File: src/rtl/multicycle_ctrl.sv
`default_nettype none
// +--------------------------------------------------------------------------+
// | Module   : multicycle_ctrl                                               |
// | Brief    : Multicycle CPU control FSM with retired-instruction counter.  |
// |            Optional memory-handshake timeout via macro MEM_TIMEOUT_EN.   |
// | Revision : 1.0 - initial release                                         |
// +--------------------------------------------------------------------------+
module multicycle_ctrl #(
  parameter int CNT_W   = 16,
  parameter int TIMEOUT = 15
) (
  input  logic             Clk,
  input  logic             RESET,
  input  logic [5:0]       OpCode,
  input  logic [5:0]       functCode,
  input  logic             Zero,
  input  logic             MemReady,
  output logic             IR_Enable,
  output logic             PC_Enable,
  output logic             RegWrite,
  output logic             MemRead,
  output logic             MemWrite,
  output logic [4:0]       ALUOp,
  output logic [1:0]       ramType,
  output logic [2:0]       state,
  output logic             Fault,
  output logic [CNT_W-1:0] InstrCount
);

  typedef enum logic [2:0] {
    S_FETCH  = 3'd0,
    S_DECODE = 3'd1,
    S_EXEC   = 3'd2,
    S_MEM    = 3'd3,
    S_WB     = 3'd4,
    S_FAULT  = 3'd5
  } state_t;

  localparam logic [5:0] c_OP_RTYPE = 6'h00;
  localparam logic [5:0] c_OP_BEQ   = 6'h04;

  state_t           r_state;
  state_t           w_next;
  logic [CNT_W-1:0] r_count;
  logic             w_retire;
  logic             w_is_load;
  logic             w_is_store;
  logic [1:0]       w_size;
  logic             w_wait_hit;
  logic             w_unused;

  assign w_unused = functCode[5];

  if (TIMEOUT < 1) begin : g_timeout_check
    $error("multicycle_ctrl: TIMEOUT must be at least 1");
  end

  always_comb begin
    w_is_load  = 1'b0;
    w_is_store = 1'b0;
    w_size     = 2'b00;
    case (OpCode)
      6'h23: begin w_is_load  = 1'b1; w_size = 2'b00; end
      6'h21: begin w_is_load  = 1'b1; w_size = 2'b01; end
      6'h20: begin w_is_load  = 1'b1; w_size = 2'b10; end
      6'h2B: begin w_is_store = 1'b1; w_size = 2'b00; end
      6'h29: begin w_is_store = 1'b1; w_size = 2'b01; end
      6'h28: begin w_is_store = 1'b1; w_size = 2'b10; end
      default: ;
    endcase
  end

`ifdef MEM_TIMEOUT_EN
  localparam int c_WAIT_W = $clog2(TIMEOUT + 1);

  logic [c_WAIT_W-1:0] r_wait;
  logic                w_waiting;

  assign w_waiting  = ((r_state == S_FETCH) || (r_state == S_MEM)) && !MemReady;
  // The TIMEOUT-th consecutive stalled cycle is the last one before FAULT.
  assign w_wait_hit = w_waiting && ((int'(r_wait) + 1) >= TIMEOUT);

  always_ff @(posedge Clk or posedge RESET) begin
    if (RESET) begin
      r_wait <= '0;
    end else if (w_waiting && !w_wait_hit) begin
      r_wait <= r_wait + 1'b1;
    end else begin
      r_wait <= '0;
    end
  end

  assign Fault = (r_state == S_FAULT);
`else
  assign w_wait_hit = 1'b0;
  assign Fault      = 1'b0;
`endif

  always_ff @(posedge Clk or posedge RESET) begin
    if (RESET) begin
      r_state <= S_FETCH;
    end else begin
      r_state <= w_next;
    end
  end

  // Outputs are gated by RESET so strobes drop the moment reset asserts.
  always_comb begin
    w_next    = r_state;
    IR_Enable = 1'b0;
    PC_Enable = 1'b0;
    RegWrite  = 1'b0;
    MemRead   = 1'b0;
    MemWrite  = 1'b0;
    ALUOp     = 5'h00;
    ramType   = 2'b00;
    w_retire  = 1'b0;
    if (!RESET) begin
      case (r_state)
        S_FETCH: begin
          MemRead = 1'b1;
          if (MemReady) begin
            IR_Enable = 1'b1;
            PC_Enable = 1'b1;
            w_next    = S_DECODE;
          end else if (w_wait_hit) begin
            w_next = S_FAULT;
          end
        end
        S_DECODE: begin
          w_next = S_EXEC;
        end
        S_EXEC: begin
          if (OpCode == c_OP_RTYPE) begin
            ALUOp  = functCode[4:0];
            w_next = S_WB;
          end else if (w_is_load || w_is_store) begin
            ALUOp  = 5'h00;
            w_next = S_MEM;
          end else if (OpCode == c_OP_BEQ) begin
            ALUOp     = 5'h01;
            PC_Enable = Zero;
            w_next    = S_FETCH;
            w_retire  = 1'b1;
          end else begin
            w_next   = S_FETCH;
            w_retire = 1'b1;
          end
        end
        S_MEM: begin
          MemRead  = w_is_load;
          MemWrite = w_is_store;
          ramType  = w_size;
          if (MemReady) begin
            w_next   = w_is_load ? S_WB : S_FETCH;
            w_retire = !w_is_load;
          end else if (w_wait_hit) begin
            w_next = S_FAULT;
          end
        end
        S_WB: begin
          RegWrite = 1'b1;
          w_next   = S_FETCH;
          w_retire = 1'b1;
        end
`ifdef MEM_TIMEOUT_EN
        S_FAULT: begin
          w_next = S_FAULT;
        end
`endif
        default: begin
          w_next = S_FETCH;
        end
      endcase
    end
  end

  always_ff @(posedge Clk or posedge RESET) begin
    if (RESET) begin
      r_count <= '0;
    end else if (w_retire) begin
      r_count <= r_count + 1'b1;
    end
  end

  assign state      = r_state;
  assign InstrCount = r_count;

endmodule
`default_nettype wire

File: config.mk
export PLATFORM = sky130hd
export DESIGN_NAME = multicycle_ctrl
export DESIGN_NICKNAME = d
export VERILOG_FILES = /design/src/rtl/multicycle_ctrl.sv
export SDC_FILE = /design/constraint.sdc
export NUM_CORES = 1
export LEC_CHECK = 0
export ABC_AREA = 1
export CORE_ASPECT_RATIO = 0.9
export CORE_MARGIN = 3
export CORE_UTILIZATION = 46
export DETAILED_ROUTE_END_ITERATION = 16
export GPL_ROUTABILITY_DRIVEN = 0
export PLACE_DENSITY = 0.84
export SLEW_MARGIN = 20
export SYNTH_ARGS = -nofsm -noshare
export SYNTH_HDL_FRONTEND = slang
export SYNTH_SLANG_ARGS = --single-unit
File: constraint.sdc
create_clock -name Clk -period 1.9 [get_ports Clk]
set_input_delay 0.38 -clock Clk [delete_from_list [all_inputs] [get_ports Clk]]
set_output_delay 0.38 -clock Clk [all_outputs]
set_load 0.01 [all_outputs]
# --- Yosys cells after proc, flatten, opt, wreduce, memory -nomap -nowiden ---
# Index checks and enable logic that the tools add are counted.
totals:
  reg_bits: 19
  input_bits: 16
  output_inout_bits: 32
  wordCells: 61
op_classes:
  add_sub_neg: 1
  eq_ne: 13
  muxes: 35
  n_bitwise: 1
  reduce_logical: 9
ops:
  columns: ["op", "n"]
  rows:
  - ["6-bit equality test (second input constant)", 6]
  - ["1-bit two-way mux", 20]
  - ["16-bit by 1-bit adder with 16-bit output (second input constant)", 1]
  - ["5-bit two-way mux", 3]
  - ["3-bit two-way mux", 4]
  - ["3-bit one-hot mux with 4 select lines", 1]
  - ["3-bit by 2-bit equality test with 1-bit output (second input constant)", 2]
  - ["6-bit by 3-bit equality test with 1-bit output (second input constant)", 1]
  - ["6-bit zero test", 1]
  - ["2-bit two-way mux", 3]
  - ["3-bit OR reduction", 2]
  - ["2-bit inequality test (second input constant)", 2]
  - ["1-bit one-hot mux with 2 select lines", 2]
  - ["2-bit one-hot mux with 2 select lines", 1]
  - ["2-bit OR reduction", 2]
  - ["3-bit by 1-bit equality test with 1-bit output (second input constant)", 1]
  - ["3-bit equality test (second input constant)", 1]
  - ["3-bit zero test", 1]
  - ["1-bit one-hot mux with 3 select lines", 1]
  - ["3-bit AND reduction", 1]
  - ["1-bit zero test", 1]
  - ["1-bit logical OR", 1]
  - ["1-bit NOT", 1]

# --- Logic depth before layout (Yosys ltp) ---
logic_depth:
  depth_word: 8
  ltp_mapped: 9

# --- Least setup slack after synthesis ---
# No wires, ideal clock.
synth_timing:
  path_kind: "register to output"
  from: "reg r_state[0] (netlist: state[0])"
  to: "out ALUOp[0]"
  arrival_time_ps: 1122
  t_required_ps: 1520
  setup_slack_ps: 398
  stages_incl_launch_ff: 4
  path_buffers: 0
  cell_sequence: "dfrtp_1 > nor3_2 > nand2_1 > a21oi_1"
synth_via:
  elab_chain_cells: 3
synth_rtl:
  columns: ["item", "line", "rtl"]
  rows:
  - ["start, declared", "42", "state_t r_state;"]
  - ["start signal, assigned", "103", "r_state <= w_next;"]
  - ["3-bit by 2-bit equality test with 1-bit output", "119", "case (r_state)"]
  - ["5-bit two-way mux", "119", null]
  - ["5-bit two-way mux", "118", "if (!RESET) begin"]
  - ["end, declared", "23", "output logic [4:0] ALUOp,"]
# No other way between the ends.

# --- Worst setup path after layout ---
layout_timing:
  from: "in OpCode[5]"
  to: "out MemWrite"
layout_via:
  elab_chain_cells: 5
layout_rtl:
  columns: ["item", "line", "rtl"]
  rows:
  - ["start, declared", "14", "input logic [5:0] OpCode,"]
  - ["6-bit equality test", "62", "case (OpCode)"]
  - ["3-bit OR reduction (no source line) *", null, null]
  - ["1-bit two-way mux *", "62", null]
  - ["1-bit two-way mux *", "119", null]
  - ["1-bit two-way mux *", "118", null]
  - ["end, declared", "22", "output logic MemWrite,"]
# Mark *: on every way between the ends. The rest lies on a longest branch, timed or not.

==> results.sh <==
export IMPL_status="finished, final reports clean"
export IMPL_async_reset_ff_share_pct=100
export IMPL_numCtsBuffers=3
export IMPL_min_period_over_period_pct=97.9
export IMPL_fillCellCount=238
export IMPL_synth_flop_cell="dfrtp_1"
export IMPL_clock_root_buffer="clkbuf_4"
export IMPL_cp_start_kind="input pin"
export IMPL_diodes=0
export IMPL_finClkSkew_ns=0.0180
export IMPL_p_total_uw=1480
export IMPL_yosysUniqueCellTypes=25
export IMPL_routed_via_density=5.10
export IMPL_core_sq_um=2910
export IMPL_r2r_end="InstrCount[14]$_DFFE_PP0P_"
export IMPL_start_util_pct=50.9
export IMPL_drtPass1Iterations=4
export IMPL_worstSkewPairLatency_ns=0.31
export IMPL_finalSetupTns_ns=0
export IMPL_flow_area_growth_from_synthesis_pct=45.4
export IMPL_slew_violations=0
export IMPL_clock_fmax_mhz=538
export IMPL_drv_cap=0
export IMPL_ys_top_cells_by_area="dfrtp_1 (32%), nand2_1 (15%), nand3_1 (9.8%), nand2_2 (8.9%), nor2_1 (7.1%)"
export IMPL_dpl_hpwl_mm=3.12
export IMPL_regToRegSetupSlack_ns=0.20
export IMPL_post_place_ws_ns=-0.515
export IMPL_synth_nets=236
export IMPL_io_buffer_count=45
export IMPL_ys_seq_area_share_pct=32.1
export IMPL_critPathLaunch="OpCode[5]"
export IMPL_ys_seq_elements=19
export IMPL_yosys_top_cells_count="nand2_1 (58), nand3_1 (29), nor2_1 (28)"
export IMPL_num_nets_final=311
export IMPL_hp_class="in -> async"
export IMPL_critPathMaxFanout=3
export IMPL_routedWlPerCell_um=12.4
export IMPL_synth_edf_count=0
export IMPL_vias=1698
export IMPL_powerDensity_nw_per_um2=690
export IMPL_syn_area_per_cell_sq_um=6.76
export IMPL_clk_pin_slew_ns=0.10
export IMPL_drcViolationCount=0
export IMPL_cts_tree="built"
export IMPL_syn_area_sq_um=1480
export IMPL_antenna_found_initial=0
export IMPL_routed_wl_mm=4.14
export IMPL_io_pins=48
export IMPL_grt_use_total_pct=22.2
export IMPL_overflow=0
export IMPL_r2r_start="InstrCount[0]$_DFFE_PP0P_"
export IMPL_cts_max_path_buffers=2
export IMPL_die_y_um=59.8
export IMPL_crit_required_ns=1.52
export IMPL_dieArea_sq_um=3940
export IMPL_numClockSinks=19
export IMPL_grt_max_degree=36
export IMPL_leakagePower_uw=0.00105
export IMPL_worstSetupPathType="in -> out"
export IMPL_vdd_drop_max_v=0.000630
export IMPL_die_w_um=65.8
export IMPL_endpoint="MemWrite"
export IMPL_rsz0062_at_grt="yes"
export IMPL_synth_most_common_cell="nand2_1"
export IMPL_reg2reg_depth=8
export IMPL_final_hold_violation_count=0
export IMPL_synthCells=219
export IMPL_h_tree_depth=1
export IMPL_arrival_ns=1.48
export IMPL_layout_drive_gt1_share_pct=30.0
export IMPL_fin_crit_ns=1.86
export IMPL_setup_ws_ns=0.0398
export IMPL_endpoint_kind="primary output"
export IMPL_grt_pass1_wl_mm=6.78
export IMPL_synth_area_leader_cell="dfrtp_1"
export IMPL_setup_viol=0
export IMPL_ant_nets=0
export IMPL_rows=18
export IMPL_netlist_area_leader_share_pct=32.1
export IMPL_yosysWarnings=0
export IMPL_grt_pass1_vias=1561
export IMPL_drtIter0Drc=98
==> flip-flops by register name, indices dropped and copies added (netlist names) <==
register,cells
state,3
InstrCount,16
==> metrics by stage <==
step	std cells	hold WS [ns]	area (sq um)	util, %
2_1_floorplan	219	0.412	1480	-
4_1_cts	331	0.356	2120	73.1
5_1_grt	333	0.370	2150	74.1
6_report	333	0.387	2150	74.1
3_3_place_gp	322	0.508	2100	72.2
3_5_place_dp	322	0.518	2100	72.2
==> worst min path at each step <==
stage / start / to / slack (ns)
2_1_floorplan: RESET / InstrCount[0]$_DFFE_PP0P_ / 0.41
3_3_place_gp: InstrCount[15]$_DFFE_PP0P_ / InstrCount[15]$_DFFE_PP0P_ / 0.51
3_5_place_dp: InstrCount[15]$_DFFE_PP0P_ / InstrCount[15]$_DFFE_PP0P_ / 0.52
4_1_cts: RESET / state[0]$_DFFE_PP0P_ / 0.36
5_1_grt: RESET / state[0]$_DFFE_PP0P_ / 0.37
6_report: RESET / state[0]$_DFFE_PP0P_ / 0.39
==> area by class of cell <==
class	instances	area, sq um	area share [%]
inverters	22	82.6	3.84
repair buffers	75	613	28.5
clock inverters	1	5.00	0.233
well taps	40	50.0	2.33
flip-flops and latches	19	478	22.2
clock buffers	3	22.5	1.05
multi-input cells	173	901	41.9
==> per-layer routing <==
metal  vias to the layer above  share of wire [%]  wire [um]  track usage (%)
li1                        852                  -          -                -
met1                       789                 43       1770             28.4
met2                        53                 51       2090             39.3
met3                         4                6.2        256             4.89
met4                         0               0.48         20             2.96
met5                         -                  0          0                0
==> where the power goes <==
| part | switching (uW) | internal (uW) |
|---|---|---|
| Clock | 134 | 78.6 |
| Sequential | 87.9 | 460 |
| Combinational | 384 | 341 |
| Total | 605 | 879 |
==> cells by family after synthesis <==
kind of cell / count (synthesis) / synth area share, %
buffers and inverters: 27 / 9.38
AND/OR/NAND/NOR: 155 / 50.1
adder cells (fa/ha/maj): 1 / 0.845
AO/OA/AOI/OAI: 9 / 3.13
other: 1 / 0.253
flip-flops: 19 / 32.1
XOR/XNOR: 7 / 4.14
==> worst max-delay path: stages <==
cell and delay (ns):
dlygate4sd2_1 0.22, inv_1 0.06, nor2_2 0.17, buf_4 0.13
buf_4 0.10, nand4_1 0.10, nor3_2 0.16, buf_2 0.16
==> timing repair <==
item / CTS / global route
setup buffers: 5 / 2
hold buffers: 0 / 0
endpoints found under the setup margin: 12 / 12
resized for setup: 59 / 9
pin swaps: 6 / 2
==> cell usage in the layout, fill, tap and decap left out, drive strengths merged <==
cell type,synthesis,routed
nand2,80,80
buf,5,40
nand3,32,32
nor2,30,30
clkdlybuf4s50,0,25
inv,22,22
dfrtp,19,19
nand4,9,9
dlygate4sd2,0,8
o21ai,5,5
xnor2,4,4
clkbuf,0,4
nor3,4,4
xor2,3,3
a21oi,3,3
o22ai,1,1
ha,1,1
conb,1,1
clkinv,0,1
dlymetal6s2s,0,1
(Power assumes the default switching activity.)
==> RTL edit 1, RTL diff (config.mk and constraints unchanged) <==
Build with the macro `MEM_TIMEOUT_EN` defined.
--- a/src/rtl/multicycle_ctrl.sv
+++ b/src/rtl/multicycle_ctrl.sv
@@ -5,6 +5,8 @@
 // |            Optional memory-handshake timeout via macro MEM_TIMEOUT_EN.   |
 // | Revision : 1.0 - initial release                                         |
 // +--------------------------------------------------------------------------+
+`define MEM_TIMEOUT_EN
+
 module multicycle_ctrl #(
   parameter int CNT_W   = 16,
   parameter int TIMEOUT = 15
Formal check against the unedited RTL: no difference found for any inputs over 10 cycles, from zero or initial values and one cycle with RESET high; that may be too few to reach the edited logic, so the function may still have changed.
==> RTL edit 1 against the original RTL <==
Area after synthesis is 10% higher. Sequential cell count is 4 higher. Sequential share of layout area is 1.8 points higher. Total power is 66% higher. Setup slack worse by 0.012 ns. Design area is 12% higher. Routed wire length is 8.4% higher. Combinational power is 92% higher. Via count is 4.8% higher. First-iteration DRC count is 53% higher.
==> RTL edit 1: results (changes against the original RTL) <==
| Metric | Value |
|---|---|
| Fin crit share | `98.56% (was 97.91%)` |
| Largest net degree at the start of global routing | `29 (was 36)` |
| Area used by multi-input combinational logic | `939.7 µm² (was 900.9 µm²)` |
| Ratio of cells with drive above 1 in the final layout | `22.93% (was 30.03%)` |
| Critical path origin | `state[2] (was OpCode[5])` |
| Status | `completed (unchanged)` |
| R2R Setup Slk | `0.23 ns (was 0.20 ns)` |
| Final nets | `334 (was 311)` |
| Worst skew pair latency | `0.26 ns (was 0.31 ns)` |
| Final clock skew | `0.001980 ns (was 0.01805 ns)` |
| Clock Path Buffers | `2 (unchanged)` |
| Post-Syn Instances | `238 (was 219)` |
| Mapped Nets | `257 (was 236)` |
| Ant. Diodes | `0 (unchanged)` |
| Delay-heaviest family, CP | `simple AND/OR/NAND/NOR gates (was buffers and inverters)` |
| Filler Cells Inserted | `235 (was 238)` |
| Cell-internal power | `1.438 mW (was 0.8794 mW)` |
| Synth top area cells | `dfrtp_1 (35%), nand2_1 (16%), nor2_1 (8.3%) (was dfrtp_1 (32%), nand2_1 (15%), nand3_1 (9.8%))` |
| Crit-path slowest cell | `dfrtp_1 (was dlygate4sd2_1)` |
| Adder-Cell Fraction of Synth Area | `2.304% (was 0.8453%)` |
| Hold_ws | `0.4348 ns (was 0.3865 ns)` |
| Synth Area in XOR/XNOR | `7.527% (was 4.142%)` |
| VDD IR max | `752.0 µV (was 630.3 µV)` |
| Net Sw Power | `1.033 mW (was 0.6055 mW)` |
| Total GRT Usage | `21.00% (was 22.18%)` |
| Sequential area share after synthesis | `35.33% (was 32.12%)` |
| Max incr delay on CP | `0.39 ns (was 0.22 ns)` |
| Lkg Pwr | `1.170 nW (was 1.051 nW)` |
| Reg2Reg Depth | `7 (was 8)` |
| Port buffer count | `46 (was 45)` |
| Post-synth top cells | `nand2_1 (71), nor2_1 (36), inv_1 (32) (was nand2_1 (58), nand3_1 (29), nor2_1 (28))` |
| Starting DRT DRC Count | `150 (was 98)` |
| Fin cells | `356 (was 333)` |
| Drt wl/cell | `12.60 µm (was 12.42 µm)` |
| Reg power frac | `31.5% (was 36.9%)` |
| Unique masters post-synth | `28 (was 25)` |
| Comb pwr | `1.39 mW (was 0.725 mW)` |
| Clock-pin slew on the worst setup and hold paths | `0.08 ns (was 0.10 ns)` |
| Dpl hpwl | `3339 µm (was 3117 µm)` |
| Vias in the first global route | `1,660 (was 1,561)` |
| Post-synthesis compound-gate area fraction | `8.833% (was 3.128%)` |
| Vias/cell | `5.000 (was 5.099)` |
| CP Max Fanout | `2 (was 3)` |
| Placed Cells | `348 (was 322)` |
| Root buffer cell | `clkbuf_8 (was clkbuf_4)` |
| DP Worst Slack | `-0.5018 ns (was -0.5151 ns)` |
| Placed cell areas | `2306 µm² (was 2097 µm²)` |
## RTL edit 1: cell count changes after synthesis, sizes merged, moves of 2 or more
cell / change
nand3: -19
inv: +12
o21ai: +11
xor2: +10
nor2: +8
nand2: -7
nand4: -5
dfrtp: +4
nor3: +3
xnor2: -3
buf: -2
ha: +2
## RTL edit 1: area by class of cell
cell class,instances,area share (%)
Timing Repair Buffer,75,27.16
Tap cell,42,2.190
Sequential cell,23,23.98
Inverter,34,5.579
Clock buffer,3,1.721
Clock inverter,1,0.2086
Multi-Input combinational cell,178,39.16
## RTL edit 1: metal layers
layer	vias to the layer above	wire length, µm	global-route usage (%)	share of wire (%)
met2	70	2153	33.02	48
met4	0	65	5.109	1.4
met3	9	286	4.317	6.4
li1	901	-	-	-
met1	800	1979	29.24	44
met5	-	0	0	0
## RTL edit 1: repair_timing
action | CTS | global route
pin swaps | 1 | 11
resized for setup | 42 | 35
buffers inserted | 0 | 4
endpoints found under the hold margin | 0 | 0
gates cloned | 0 | 0
endpoints found under the setup margin | 13 | 23
==> RTL edit 2, RTL diff (same flow settings) <==
Without the edit above. Register the output `InstrCount` once more, with the module's reset; this adds one clock of latency there. The other outputs are not delayed to match.
--- a/src/rtl/multicycle_ctrl.sv
+++ b/src/rtl/multicycle_ctrl.sv
@@ -184,7 +184,13 @@
   end
 
   assign state      = r_state;
-  assign InstrCount = r_count;
+  always_ff @(posedge Clk or posedge RESET) begin
+    if (RESET) begin
+      InstrCount <= '0;
+    end else begin
+      InstrCount <= r_count;
+    end
+  end
 
 endmodule
 `default_nettype wire
Function: changed (Yosys sat finds a counterexample within 4 cycles, from zero or initial values and one cycle with RESET high).
==> RTL edit 2 against the original RTL <==
Area after synthesis up 28%. Setup slack better by 0.056 ns. Sequential cell count up 16. Combinational power up 7.6%. Routed wire length down 0.58%. Clock skew down 0.015 ns. Total power up 51%. Design area up 21%.
==> RTL edit 2: results (changes against the original RTL) <==
| Metric | Value |
|---|---|
| Unique masters post-synth | `26 (was 25)` |
| Drt wl/cell | `11.75 µm (was 12.42 µm)` |
| Root buffer cell | `clkbuf_8 (was clkbuf_4)` |
| Largest net degree at the start of global routing | `53 (was 36)` |
| Final nets | `321 (was 311)` |
| M3 GR Usage | `5.128% (was 4.887%)` |
| Post-synth top cells | `nand2_1 (58), dfrtp_1 (35), nand3_1 (28) (was nand2_1 (58), nand3_1 (29), nor2_1 (28))` |
| Met1 Use GR | `23.91% (was 28.37%)` |
| Post_cts resized | `48 (was 59)` |
| Critical R2R Capture | `r_count[14] (was InstrCount[14])` |
| Placed cell areas | `2507 µm² (was 2097 µm²)` |
| Status | `completed (unchanged)` |
| Vias/cell | `5.094 (was 5.099)` |
| GR Util met2 | `31.42% (was 39.29%)` |
| Reg2reg start | `r_count[0] (was InstrCount[0])` |
| Vias in the first global route | `1,644 (was 1,561)` |
| Final clock skew | `0.003164 ns (was 0.01805 ns)` |
| Ratio of cells with drive above 1 in the final layout | `28.29% (was 30.03%)` |
| Delay-heaviest family, CP | `flip-flops (was buffers and inverters)` |
| Starting DRT DRC Count | `103 (was 98)` |
| Dpl hpwl | `2956 µm (was 3117 µm)` |
| Mapped Nets | `254 (was 236)` |
| Clock-pin slew on the worst setup and hold paths | `0.07 ns (was 0.10 ns)` |
| Crit-path slowest cell | `dfrtp_2 (was dlygate4sd2_1)` |
| Crit path DAT | `1.42 ns (was 1.48 ns)` |
## RTL edit 2: layer usage
layer  up-vias  wire (µm)
met4         0         24
met3         2        205
met2        45       2142
li1        887          -
met5         -          0
met1       849       1739
## RTL edit 2: final cells by class
| type | instances | area (µm²) |
|---|---|---|
| clock buffers | 6 | 82.58 |
| clock inverters | 1 | 5.005 |
| fillers | 331 | 1236 |
| inverters | 22 | 82.58 |
| multi-input cells | 175 | 932.1 |
| flip-flops and latches | 35 | 878.3 |
| well taps | 46 | 57.56 |
| repair buffers | 65 | 561.8 |
## RTL edit 2: cells by family (layout without fill, tap and decap cells)
kind of cell	count (synthesis)	count (layout)	synth area share, %
flops	35	35	46.30
other cells	1	1	0.1982
simple gates	155	155	39.95
xor+xnor	6	6	2.778
buf+inv	27	94	6.746
fa+ha+maj	1	1	0.6613
compound gates	12	12	3.372
## RTL edit 2: how the worst max path moves through the flow
stage                      end  slack [ns]  cells past startpoint
floorplan           r_count[2]        0.32                      5
detailed placement    ALUOp[0]       -0.50                      7
global placement      ALUOp[0]       -0.45                      7
finish              ramType[0]         0.1                      6
CTS                 ramType[1]        0.01                      6
global route        ramType[0]       -0.01                      6
## RTL edit 2: report_power, final
group | internal, mW | leakage, nW | total, mW | switching [mW]
clock | 0.284 | 0.0470 | 0.525 | 0.242
sequential | 0.831 | 0.476 | 0.932 | 0.101
combinational | 0.361 | 0.726 | 0.780 | 0.419
total | 1.48 | 1.25 | 2.24 | 0.762
## RTL edit 2: stage by stage
stage / setup WS, ns / cells
3_5_place_dp: -0.5044 / 340
2_1_floorplan: 0.3180 / 237
3_3_place_gp: -0.4469 / 340
6_report: 0.09582 / 350
4_1_cts: 0.01140 / 349
5_1_grt: -0.01267 / 350
